$ cat config.mk
export PLATFORM = sky130hd
export DESIGN_NAME = sync_fifo_param
export DESIGN_NICKNAME = d
export VERILOG_FILES = /design/src/rtl/sync_fifo_param.sv
export SDC_FILE = /design/constraint.sdc
export NUM_CORES = 1
export LEC_CHECK = 0
export BUFFER_PORTS_ARGS = -buffer_cell sky130_fd_sc_hd__buf_2
export CAP_MARGIN = 20
export CORE_MARGIN = 3
export CORE_UTILIZATION = 30
export CTS_CLUSTER_SIZE = 40
export DETAILED_ROUTE_END_ITERATION = 7
export HOLD_SLACK_MARGIN = 0.06
export SLEW_MARGIN = 10
export SYNTH_ARGS = -nofsm -noshare
export SYNTH_HDL_FRONTEND = slang
export SYNTH_SLANG_ARGS = --single-unit
$ cat constraint.sdc
create_clock -name clk -period 3 [get_ports clk]
set_clock_uncertainty 0.05 [all_clocks]
set_input_delay 0 -clock clk [delete_from_list [all_inputs] [get_ports clk]]
set_output_delay 0 -clock clk [all_outputs]
set_load 0.02 [all_outputs]
$ cat src/rtl/sync_fifo_param.sv
// sync_fifo_param: single-clock FIFO with on-chip storage, occupancy level,
// programmable almost-full/almost-empty thresholds, sticky overflow/underflow
// error flags and a synchronous flush.
//
// Ports:
//   clk, rst_n      rising-edge clock, asynchronous active-low reset
//   flush           sync clear of pointers/level/rd_valid (storage untouched)
//   clr_err         sync clear of sticky overflow/underflow
//   wr_en, wr_data  write request and data
//   rd_en           read request
//   rd_data         registered read data, valid the cycle after an accepted read
//   rd_valid        rd_data holds the word popped on the previous edge
//   full, empty, almost_full, almost_empty   decoded from the level register
//   level           occupancy 0..DEPTH
//   overflow        sticky: write requested while full
//   underflow       sticky: read requested while empty
module sync_fifo_param #(
    parameter int unsigned DATA_W   = 8,
    parameter int unsigned DEPTH    = 8,
    parameter int unsigned AF_LEVEL = 6,
    parameter int unsigned AE_LEVEL = 2
) (
    input  logic                     clk,
    input  logic                     rst_n,
    input  logic                     flush,
    input  logic                     clr_err,
    input  logic                     wr_en,
    input  logic [DATA_W-1:0]        wr_data,
    input  logic                     rd_en,
    output logic [DATA_W-1:0]        rd_data,
    output logic                     rd_valid,
    output logic                     full,
    output logic                     empty,
    output logic                     almost_full,
    output logic                     almost_empty,
    output logic [$clog2(DEPTH):0]   level,
    output logic                     overflow,
    output logic                     underflow
);

    localparam int unsigned AW = $clog2(DEPTH);

    localparam logic [AW:0] DEPTH_LVL = (AW+1)'(DEPTH);
    localparam logic [AW:0] AF_LVL    = (AW+1)'(AF_LEVEL);
    localparam logic [AW:0] AE_LVL    = (AW+1)'(AE_LEVEL);

    logic [DATA_W-1:0] mem_q [DEPTH];

    logic [AW-1:0]     wr_ptr_q,    wr_ptr_d;
    logic [AW-1:0]     rd_ptr_q,    rd_ptr_d;
    logic [AW:0]       level_q,     level_d;
    logic [DATA_W-1:0] rd_data_q,   rd_data_d;
    logic              rd_valid_q,  rd_valid_d;
    logic              overflow_q,  overflow_d;
    logic              underflow_q, underflow_d;
    logic              wr_acc,      rd_acc;

    // Flags depend only on the level register, never on this cycle's requests.
    assign full         = (level_q == DEPTH_LVL);
    assign empty        = (level_q == '0);
    assign almost_full  = (level_q >= AF_LVL);
    assign almost_empty = (level_q <= AE_LVL);

    assign level     = level_q;
    assign rd_data   = rd_data_q;
    assign rd_valid  = rd_valid_q;
    assign overflow  = overflow_q;
    assign underflow = underflow_q;

    always_comb begin
        wr_acc      = 1'b0;
        rd_acc      = 1'b0;
        wr_ptr_d    = wr_ptr_q;
        rd_ptr_d    = rd_ptr_q;
        level_d     = level_q;
        rd_data_d   = rd_data_q;
        rd_valid_d  = 1'b0;
        overflow_d  = overflow_q;
        underflow_d = underflow_q;

        // Clear first so that a same-cycle error set wins.
        if (clr_err) begin
            overflow_d  = 1'b0;
            underflow_d = 1'b0;
        end

        if (flush) begin
            wr_ptr_d = '0;
            rd_ptr_d = '0;
            level_d  = '0;
        end else begin
            wr_acc = wr_en & ~full;
            rd_acc = rd_en & ~empty;

            if (wr_acc) begin
                wr_ptr_d = wr_ptr_q + 1'b1;
            end
            if (rd_acc) begin
                rd_ptr_d  = rd_ptr_q + 1'b1;
                rd_data_d = mem_q[rd_ptr_q];
            end
            rd_valid_d = rd_acc;

            unique case ({wr_acc, rd_acc})
                2'b10:   level_d = level_q + 1'b1;
                2'b01:   level_d = level_q - 1'b1;
                default: level_d = level_q;
            endcase

            if (wr_en && full) begin
                overflow_d = 1'b1;
            end
            if (rd_en && empty) begin
                underflow_d = 1'b1;
            end
        end
    end

    always_ff @(posedge clk or negedge rst_n) begin
        if (!rst_n) begin
            wr_ptr_q    <= '0;
            rd_ptr_q    <= '0;
            level_q     <= '0;
            rd_data_q   <= '0;
            rd_valid_q  <= 1'b0;
            overflow_q  <= 1'b0;
            underflow_q <= 1'b0;
        end else begin
            wr_ptr_q    <= wr_ptr_d;
            rd_ptr_q    <= rd_ptr_d;
            level_q     <= level_d;
            rd_data_q   <= rd_data_d;
            rd_valid_q  <= rd_valid_d;
            overflow_q  <= overflow_d;
            underflow_q <= underflow_d;
        end
    end

    // Storage is deliberately not reset; only the pointers define validity.
    always_ff @(posedge clk) begin
        if (wr_acc) begin
            mem_q[wr_ptr_q] <= wr_data;
        end
    end

endmodule

==> flow_metrics.py, run 1 <==
metrics = {
    "route": {
        "wl_um": 6870,
        "wire_per_inst_um": 16.5,
        "dr.pass1.iters": 4,
        "routed_via_density": 4.75,
        "drc": 0,
        "vias": 1974,
        "ant_nets": 0,
        "drtIter0Drc": 178,
    },
    "global_routing": {
        "antenna_found_initial": 0,
        "grt_pass1_wl_um": 11100,
        "grt_max_degree": 22,
        "grt_pass1_vias": 2019,
        "grt_overflow": 0,
        "grt_usage": 0.112,
    },
    "setup_path": {
        "worstPathCellList": "o41ai_4, nor2_4, ha_1, a21oi_1, nand2_1, or4b_1, nand4_1",
        "cpLargestDelayFamily": "compound AO/OA/AOI/OAI gates",
        "slowest_stage": "o41ai_4",
        "slowest_delay_ns": 0.62,
        "worst-path-buf-inv": 0,
        "start_kind": "flop",
        "cp-end-kind": "flop",
        "crit_type": "flop to flop",
        "r2r_slack_ns": 0.46,
        "path_max_fanout": 11,
        "cp.required_ns": 3.21,
        "worstPathArrival_ns": 2.75,
    },
    "logic_synthesis": {
        "synth_nets": 235,
        "synth_top_cell_by_area": "edfxtp_1",
        "yosys.area.top_type_share": 0.537,
        "ys_seq_area_frac": 0.684,
        "ys.warnings.count": 0,
        "synth-xor-area-share": 0.0122,
        "synth_edf_count": 64,
        "yosys-top-cells-count": "64 x edfxtp_1, 21 x dfrtp_1, 19 x nor2_1, 16 x mux4_2, 13 x a21oi_1",
        "synth-compound-area-share": 0.0619,
        "syn_inst": 217,
        "muxShareOfSynthArea": 0.126,
        "synth_top_family_by_area": "multiplexers",
        "synth.most_common_cell": "edfxtp_1",
        "synth-simple-area-share": 0.0724,
        "syn-cell-area_um2": 3580,
        "async_flop_share": 0.247,
        "syn_area_per_cell_um2": 16.5,
        "synth.area.top_cells": "edfxtp_1 54%, dfrtp_1 15%, mux4_2 10%",
        "synth_cell_types": 43,
        "synth-main-ff-cell": "edfxtp_1",
        "synth_adder_area_share": 0.0140,
        "ys_ff_latch": 85,
    },
    "timing": {
        "timing.final.crit_share": 0.847,
        "setup-violations-final": 0,
        "whs_ns": 0.112,
        "finalHoldViolations": 0,
        "rsz0062_at_grt": "no",
        "max_freq_mhz": 394,
        "slew_violations": 0,
        "period_minus_slack_ns": 2.54,
        "tightest_slew_ns": 0.945,
        "max_slew_margin": 0.368,
        "fin_setup_tns_ns": 0,
    },
    "power_and_ir_drop": {
        "power_frac_comb": 0.293,
        "p_total_w": 0.00370,
        "power.internal_w": 0.00253,
        "p_clk_frac": 0.297,
        "pwr-share-seq": 0.411,
        "switchingPower_w": 0.00117,
        "cellPowerDensity_nw_per_um2": 854,
        "ir_drop_uv": 302,
        "leakage_nw": 1.57,
        "p_sw_frac": 0.316,
    },
    "cts": {
        "ctsResizeCount": 0,
        "cts_buffers": 9,
        "cts_tree": "yes",
        "insertion_delay_ns": 0.33,
        "cts.htree.levels": 3,
        "clkSinkCount": 85,
        "cts_root_buf": "clkbuf_16",
        "cts_buffer_depth": 2,
        "clk_pin_slew_ns": 0.06,
    },
    "finish": {
        "drive_above_1_share": 0.278,
        "instances_no_fill": 416,
        "antennaDiodeCount": 0,
        "syn2layout_area_growth_pct": 21.0,
        "num-nets-final": 286,
        "finalInstanceArea_um2": 4330,
    },
    "worst_hold_path": {
        "holdCritPathClass": "input pin to async pin",
    },
    "job": {
        "maxCapViolCount": 0,
    },
    "placed_design": {
        "gp_congestion": 0.773,
        "dpl_cell_area_um2": 3890,
        "dp_hpwl_um": 4530,
        "port_buffers": 32,
        "dp.cells": 386,
    },
    "floorplan": {
        "pin_count": 33,
        "core_region_area_um2": 11500,
        "die_h_um": 115,
        "die_area_um2": 13300,
        "die-width_um": 115,
        "floorplan.rows": 39,
        "start_util": 0.311,
    },
    "status": {
        "outcome": "completed",
    },
}
## registers in the layout (all words and copies together) (netlist names)
name       flops
underflow      1
level          4
mem_q         64
wr_ptr_q       3
overflow       1
rd_ptr_q       3
rd_data        8
rd_valid       1
## power groups by stage
stage | registers, W | clock network [W] | logic (W)
floorplan | 0.00160 | 0 | 0.000729
global placement | 0.00154 | 0 | 0.00106
detailed placement | 0.00154 | 0 | 0.00107
CTS | 0.00152 | 0.00113 | 0.00109
global route | 0.00154 | 0.00118 | 0.00119
finish | 0.00152 | 0.00110 | 0.00108
## layout by cell type (no fill, tap or decap), drive strengths merged, types with 3 or more instances in the layout
cell and count:
mux4 16, a21oi 14, buf 39, inv 8, nand2 5, clkbuf 10
nand2b 3, dfrtp 21, dlygate4sd3 14, nor2 21, mux2i 9, nor3 3
xor2 4, edfxtp 64, o21ai 5, ha 4, nand3 3
## cell type report
cell class / count / area (um2)
tap: 143 / 179
fill: 1075 / 7190
multi-input combinational: 113 / 1020
clock buffer: 10 / 229
timing repair buffer: 53 / 353
inverter: 6 / 22.5
clock inverter: 6 / 71.3
sequential: 85 / 2450
## worst paths after layout
| check | from | end | cells past startpoint |
|---|---|---|---|
| min in group clk | clr_err | overflow | 3 |
| max in group asynchronous | rst_n | rd_valid | 2 |
| max | level[0] | level[3] | 7 |
| min reg2reg | rd_data[0] | rd_data[0] | 2 |
| max reg2reg | level[0] | level[3] | 7 |
| min | rst_n | level[2] | 2 |
## cells by family after synthesis
group                      count (synthesis)
AOI/OAI and AO/OA                         31
DFF                                       85
and+or+nand+nor                           48
xor gates and xnor gates                   5
muxes                                     25
buffers and inverters                     19
adders and majority gates                  4
## metal layers
metal  routed length, um  track usage  vias up
met5                   0            0        -
met1                3310        0.159      985
met2                3130        0.165       43
li1                    -            -      940
met3                 370       0.0311        6
met4                  56       0.0376        0
## per-stage QoR
stage               setup slack (ns)   util
finish                         0.459  0.376
CTS                            0.456  0.376
detailed placement             0.469  0.337
global route                   0.287  0.376
floorplan                      0.540      -
global placement               0.522  0.337
## repair_timing
action                    4_1_cts  5_1_grt
hold buffers                   14        0
buffers inserted                0        0
hold endpoints to repair       96        0
(Power assumes the default switching activity.)
==> inputs of run 2 (changes only) <==
==> constraint.sdc (replaced) <==
create_clock -name clk -period 2.2 [get_ports clk]
set_clock_uncertainty 0.05 [all_clocks]
set_input_delay 0 -clock clk [delete_from_list [all_inputs] [get_ports clk]]
set_output_delay 0 -clock clk [all_outputs]
set_load 0.02 [all_outputs]
==> run 2 against run 1 <==
Net effect:
- combinational power increased by 62%
- global-route usage fell by 0.49 points
- sequential power grew 33%
- critical path depth down 3
- sequential share of layout area down 1.5 points
- fmax is 16% higher
- hold slack worse by 0.046 ns
- worst setup slack got worse by 0.44 ns
- die area stayed put
- highest routed layer unchanged
- wire length is 4.2% lower
- largest power group unchanged
- first-iteration DRC count fell by 35%
==> flow_metrics.py, run 2 (synthesis gave the netlist of run 1 again) <==
metrics = {
    "placed_design": {
        "port_buffers": 32,
        "dp_hpwl_um": 4320,
        "dp.cells": 392,
        "gp_congestion": 0.755,
        "dpl_cell_area_um2": 3970,
        "dp_slack_ns": -0.0145,
    },
    "power_and_ir_drop": {
        "power_frac_comb": 0.338,
        "pwr-share-seq": 0.390,
        "power.internal_w": 0.00352,
        "p_total_w": 0.00518,
        "p_sw_frac": 0.321,
        "ir_drop_uv": 496,
        "leakage_nw": 1.62,
        "p_clk_frac": 0.272,
        "switchingPower_w": 0.00166,
        "cellPowerDensity_nw_per_um2": 1160,
    },
    "route": {
        "wl_um": 6580,
        "vias": 2025,
        "wire_per_inst_um": 15.4,
        "ant_nets": 0,
        "routed_via_density": 4.75,
        "drc": 0,
        "drtIter0Drc": 115,
        "dr.pass1.iters": 4,
    },
    "setup_path": {
        "slowest_stage": "nor3_2",
        "cpLargestDelayFamily": "simple AND/OR/NAND/NOR gates",
        "worstPathCellList": "or4b_1, nor3b_1, nand2b_1, nor3_2",
        "cp-end-kind": "flop",
        "worstPathArrival_ns": 2.09,
        "cp.required_ns": 2.11,
        "path_max_fanout": 8,
        "crit_type": "flop to flop",
        "start_kind": "flop",
        "slowest_delay_ns": 0.68,
        "worst-path-buf-inv": 0,
    },
    "timing": {
        "slew_violations": 0,
        "rsz0062_at_grt": "yes",
        "setup-violations-final": 0,
        "period_minus_slack_ns": 2.19,
        "setup_ws_ns": 0.0149,
        "tightest_slew_ns": 0.841,
        "fin_setup_tns_ns": 0,
        "finalHoldViolations": 0,
        "timing.final.crit_share": 0.993,
        "max_slew_margin": 0.436,
        "max_freq_mhz": 458,
    },
    "finish": {
        "mostFrequentLayoutCell": "edfxtp_1",
        "nFillCells": 1062,
        "regMostFlops": "mem_q",
        "drive_above_1_share": 0.350,
        "layout_common_cells": "64 x edfxtp_1, 32 x buf_2, 19 x dfrtp_1, 16 x mux4_2, 16 x buf_4",
        "instances_no_fill": 426,
        "syn2layout_area_growth_pct": 24.4,
        "largest_reg_flops": 64,
        "num-nets-final": 296,
        "finalInstanceArea_um2": 4450,
        "antennaDiodeCount": 0,
    },
    "global_routing": {
        "grt_overflow": 0,
        "grt_usage": 0.107,
        "grt_max_degree": 22,
        "grt_pass1_wl_um": 10600,
        "antenna_found_initial": 0,
        "grt_pass1_vias": 1964,
    },
    "floorplan": {
        "die_h_um": 115,
        "pin_count": 33,
        "die_area_um2": 13300,
        "core_region_area_um2": 11500,
        "floorplan.rows": 39,
        "die-width_um": 115,
        "start_util": 0.311,
    },
    "job": {
        "maxCapViolCount": 0,
    },
    "cts": {
        "cts_buffer_depth": 2,
        "cts_tree": "yes",
        "clk_pin_slew_ns": 0.06,
        "cts.htree.levels": 3,
        "cts_buffers": 9,
        "insertion_delay_ns": 0.33,
        "clkSinkCount": 85,
        "cts_root_buf": "clkbuf_16",
    },
    "worst_hold_path": {
        "holdCritPathClass": "input pin to flop",
    },
    "status": {
        "outcome": "completed",
    },
}
## run 2: final cells by class
type | count | area, um2 | share of cell area
Inverter | 6 | 22.5 | 0.00506
Tap cell | 143 | 179 | 0.0402
Multi-Input combinational cell | 113 | 1070 | 0.241
Clock buffer | 9 | 225 | 0.0506
Clock inverter | 7 | 58.8 | 0.0132
Sequential cell | 85 | 2450 | 0.551
Timing Repair Buffer | 63 | 442 | 0.0993
## run 2: final timing paths
| check | start | endpoint | slack (ns) | cells past startpoint |
|---|---|---|---|---|
| setup / recovery | level[1] | mem_q[0][5] | 0.01 | 4 |
| max in group asynchronous | rst_n | level[1] | 1.65 | 2 |
| hold / removal | wr_en | wr_ptr_q[1] | 0.07 | 4 |
| hold reg to reg | rd_data[6] | rd_data[6] | 0.47 | 2 |
| min in group asynchronous | rst_n | level[3] | 0.10 | 2 |
| setup reg to reg | level[1] | mem_q[0][5] | 0.01 | 4 |
## run 2: through the flow
step / utilization / hold slack, ns
final: 0.386 / 0.0663
after global routing: 0.386 / 0.0956
after CTS: 0.381 / 0.0632
after detailed placement: 0.345 / -0.0634
after floorplan: - / -0.346
after global placement: 0.345 / -0.0598
## run 2: worst register-to-register path, cell delays in order, from the launching register on
cell	delay, ns
dfrtp_2	0.44
or4b_1	0.17
nor3b_1	0.27
nand2b_1	0.20
nor3_2	0.68
## run 2: power by group through the flow
stage	registers [W]	logic [W]	clock network, W
floorplan	0.00220	0.00101	0
global placement	0.00204	0.00164	0
detailed placement	0.00205	0.00165	0
CTS	0.00202	0.00168	0.00144
global route	0.00204	0.00192	0.00152
finish	0.00202	0.00175	0.00141
## run 2: timing repair
item                                    CTS  global route
pin swaps                                 0             8
resized for setup                         2             7
buffers inserted                          0             5
endpoints found under the setup margin   34            49
hold buffers                             13             0
endpoints found under the hold margin    96             0
## run 2: metal layers
| layer | vias up | part of all wire | track usage |
|---|---|---|---|
| met4 | 0 | 0.018 | 0.0446 |
| li1 | 968 | - | - |
| met5 | - | 0 | 0 |
| met2 | 45 | 0.47 | 0.166 |
| met1 | 1002 | 0.47 | 0.144 |
| met3 | 10 | 0.048 | 0.0242 |
==> inputs of run 3 (changes only) <==
--- a/config.mk
+++ b/config.mk
@@ -8,10 +8,11 @@
 export BUFFER_PORTS_ARGS = -buffer_cell sky130_fd_sc_hd__buf_2
 export CAP_MARGIN = 20
 export CORE_MARGIN = 3
-export CORE_UTILIZATION = 30
+export CORE_UTILIZATION = 53
 export CTS_CLUSTER_SIZE = 40
 export DETAILED_ROUTE_END_ITERATION = 7
 export HOLD_SLACK_MARGIN = 0.06
+export PLACE_DENSITY = 0.75
 export SLEW_MARGIN = 10
 export SYNTH_ARGS = -nofsm -noshare
 export SYNTH_HDL_FRONTEND = slang
==> run 3 against run 2 <==
Net effect:
- the flow now finishes with violations (setup timing)
- clock power decreased by 18%
- die area decreased by 41%
- wire length increased by 2.2%
- cell area decreased by 2.4%
- core utilization increased by 29 points
- flip-flop and latch count unchanged
==> flow_metrics.py, run 3 (synthesis gave the netlist of run 1 again) <==
metrics = {
    "route": {
        "wire_per_inst_um": 18.4,
        "routed_via_density": 5.72,
        "dr.pass1.iters": 4,
        "wl_um": 6730,
        "ant_nets": 0,
        "drtIter0Drc": 127,
        "vias": 2093,
        "drc": 0,
    },
    "floorplan": {
        "die_h_um": 88.1,
        "die_area_um2": 7770,
        "floorplan.rows": 29,
        "core_region_area_um2": 6460,
        "start_util": 0.554,
        "die-width_um": 88.1,
        "pin_count": 33,
    },
    "placed_design": {
        "dp_hpwl_um": 4230,
        "gp_congestion": 0.827,
        "port_buffers": 32,
        "dpl_cell_area_um2": 3890,
    },
    "setup_path": {
        "path_max_fanout": 8,
        "cp-end-kind": "flop",
        "worstPathArrival_ns": 2.14,
        "reg2reg_to": "mem_q[1][5]",
        "start_kind": "flop",
        "r2r_start": "level[3]",
        "rr_worst_depth": 4,
        "cp.required_ns": 2.13,
        "crit_type": "flop to flop",
        "r2r_slack_ns": -0.005,
    },
    "cts": {
        "cts.htree.levels": 3,
        "cts_tree": "yes",
        "cts_buffer_depth": 2,
        "cts_buffers": 9,
        "insertion_delay_ns": 0.36,
        "clk_pin_slew_ns": 0.09,
        "clkSinkCount": 85,
        "cts_root_buf": "clkbuf_8",
    },
    "status": {
        "violations": "setup timing",
        "outcome": "complete, but fails checks",
    },
    "finish": {
        "regMostFlops": "mem_q",
        "final_util": 0.672,
        "drive_above_1_share": 0.363,
        "largest_reg_flops": 64,
        "syn2layout_area_growth_pct": 21.4,
        "num-nets-final": 302,
        "mostFrequentLayoutCell": "edfxtp_1",
        "layout_common_cells": "64 x edfxtp_1, 32 x buf_2, 21 x buf_4, 19 x dfrtp_1",
        "finalInstanceArea_um2": 4340,
        "antennaDiodeCount": 0,
    },
    "timing": {
        "max_freq_mhz": 453,
        "rsz0062_at_grt": "yes",
        "finalHoldViolations": 0,
        "timing.final.crit_share": 1.00,
        "period_minus_slack_ns": 2.21,
        "tightest_slew_ns": 0.827,
        "whs_ns": 0.0764,
        "setup_ws_ns": -0.00513,
        "setup-violations-final": 1,
        "max_slew_margin": 0.446,
        "slew_violations": 0,
    },
    "power_and_ir_drop": {
        "leakage_nw": 1.63,
        "p_clk_frac": 0.230,
        "ir_drop_uv": 531,
        "power.internal_w": 0.00335,
        "power_frac_comb": 0.368,
        "cellPowerDensity_nw_per_um2": 1150,
        "switchingPower_w": 0.00166,
        "p_sw_frac": 0.331,
        "pwr-share-seq": 0.402,
    },
    "global_routing": {
        "grt_overflow": 0,
        "grt_max_degree": 22,
        "grt_usage": 0.189,
        "grt_pass1_wl_um": 10600,
        "grt_pass1_vias": 2032,
        "antenna_found_initial": 0,
    },
    "job": {
        "maxCapViolCount": 0,
    },
    "worst_hold_path": {
        "holdCritPathClass": "input pin to async pin",
    },
}
==> run 3: layout make-up <==
type	count	area, um2
clock buffer	9	124
clock inverter	7	86.3
fill	435	2120
inverter	6	22.5
multi-input combinational	113	1060
sequential	85	2450
tap	77	96.3
timing repair buffer	69	499
==> run 3: repair_timing <==
item	CTS	global route
buffers inserted	3	8
setup endpoints to repair	58	49
hold buffers	13	0
resized for setup	2	5
hold endpoints to repair	96	0
pin swaps	1	8
==> run 3: worst max-delay path by stage <==
stage	startpoint	depth (start not counted)	slack [ns]	endpoint
2_1_floorplan	level[1]	8	-0.14	level[3]
3_3_place_gp	level[1]	4	0.02	mem_q[3][1]
3_5_place_dp	level[1]	4	-0.02	mem_q[4][0]
4_1_cts	level[1]	4	-0.05	mem_q[0][6]
5_1_grt	level[3]	4	-0.15	mem_q[5][4]
6_report	level[3]	4	-0.005	mem_q[1][5]
==> run 3: critical path, stage by stage, from the launching register on <==
cell and delay, ns:
dfrtp_1 0.44, or4b_1 0.24, nor3b_1 0.27, nand2_1 0.18
nor3_2 0.66
==> run 3: through the flow <==
| step | std cells | setup WS [ns] | setup TNS, ns | total power (W) |
|---|---|---|---|---|
| 6_report | 366 | -0.00513 | -0.00513 | 0.00501 |
| 5_1_grt | 366 | -0.151 | -5.32 | 0.00528 |
| 4_1_cts | 358 | -0.0494 | -1.39 | 0.00492 |
| 3_5_place_dp | 326 | -0.0226 | -0.380 | 0.00370 |
| 3_3_place_gp | 326 | 0.0216 | 0 | 0.00367 |
| 2_1_floorplan | 217 | -0.141 | -0.172 | 0.00321 |
==> run 3: metal layers <==
| metal | global-route usage | wire length, um |
|---|---|---|
| met5 | 0 | 0 |
| met4 | 0.0879 | 148 |
| met3 | 0.0395 | 341 |
| met2 | 0.299 | 3340 |
| met1 | 0.253 | 2890 |
==> run 3: power by group through the flow <==
stage,Clock [W],Sequential [W],Combinational (W)
floorplan,0,0.00220,0.00101
global route,0.00123,0.00204,0.00201
CTS,0.00118,0.00202,0.00172
finish,0.00115,0.00202,0.00184
global placement,0,0.00206,0.00162
detailed placement,0,0.00207,0.00163
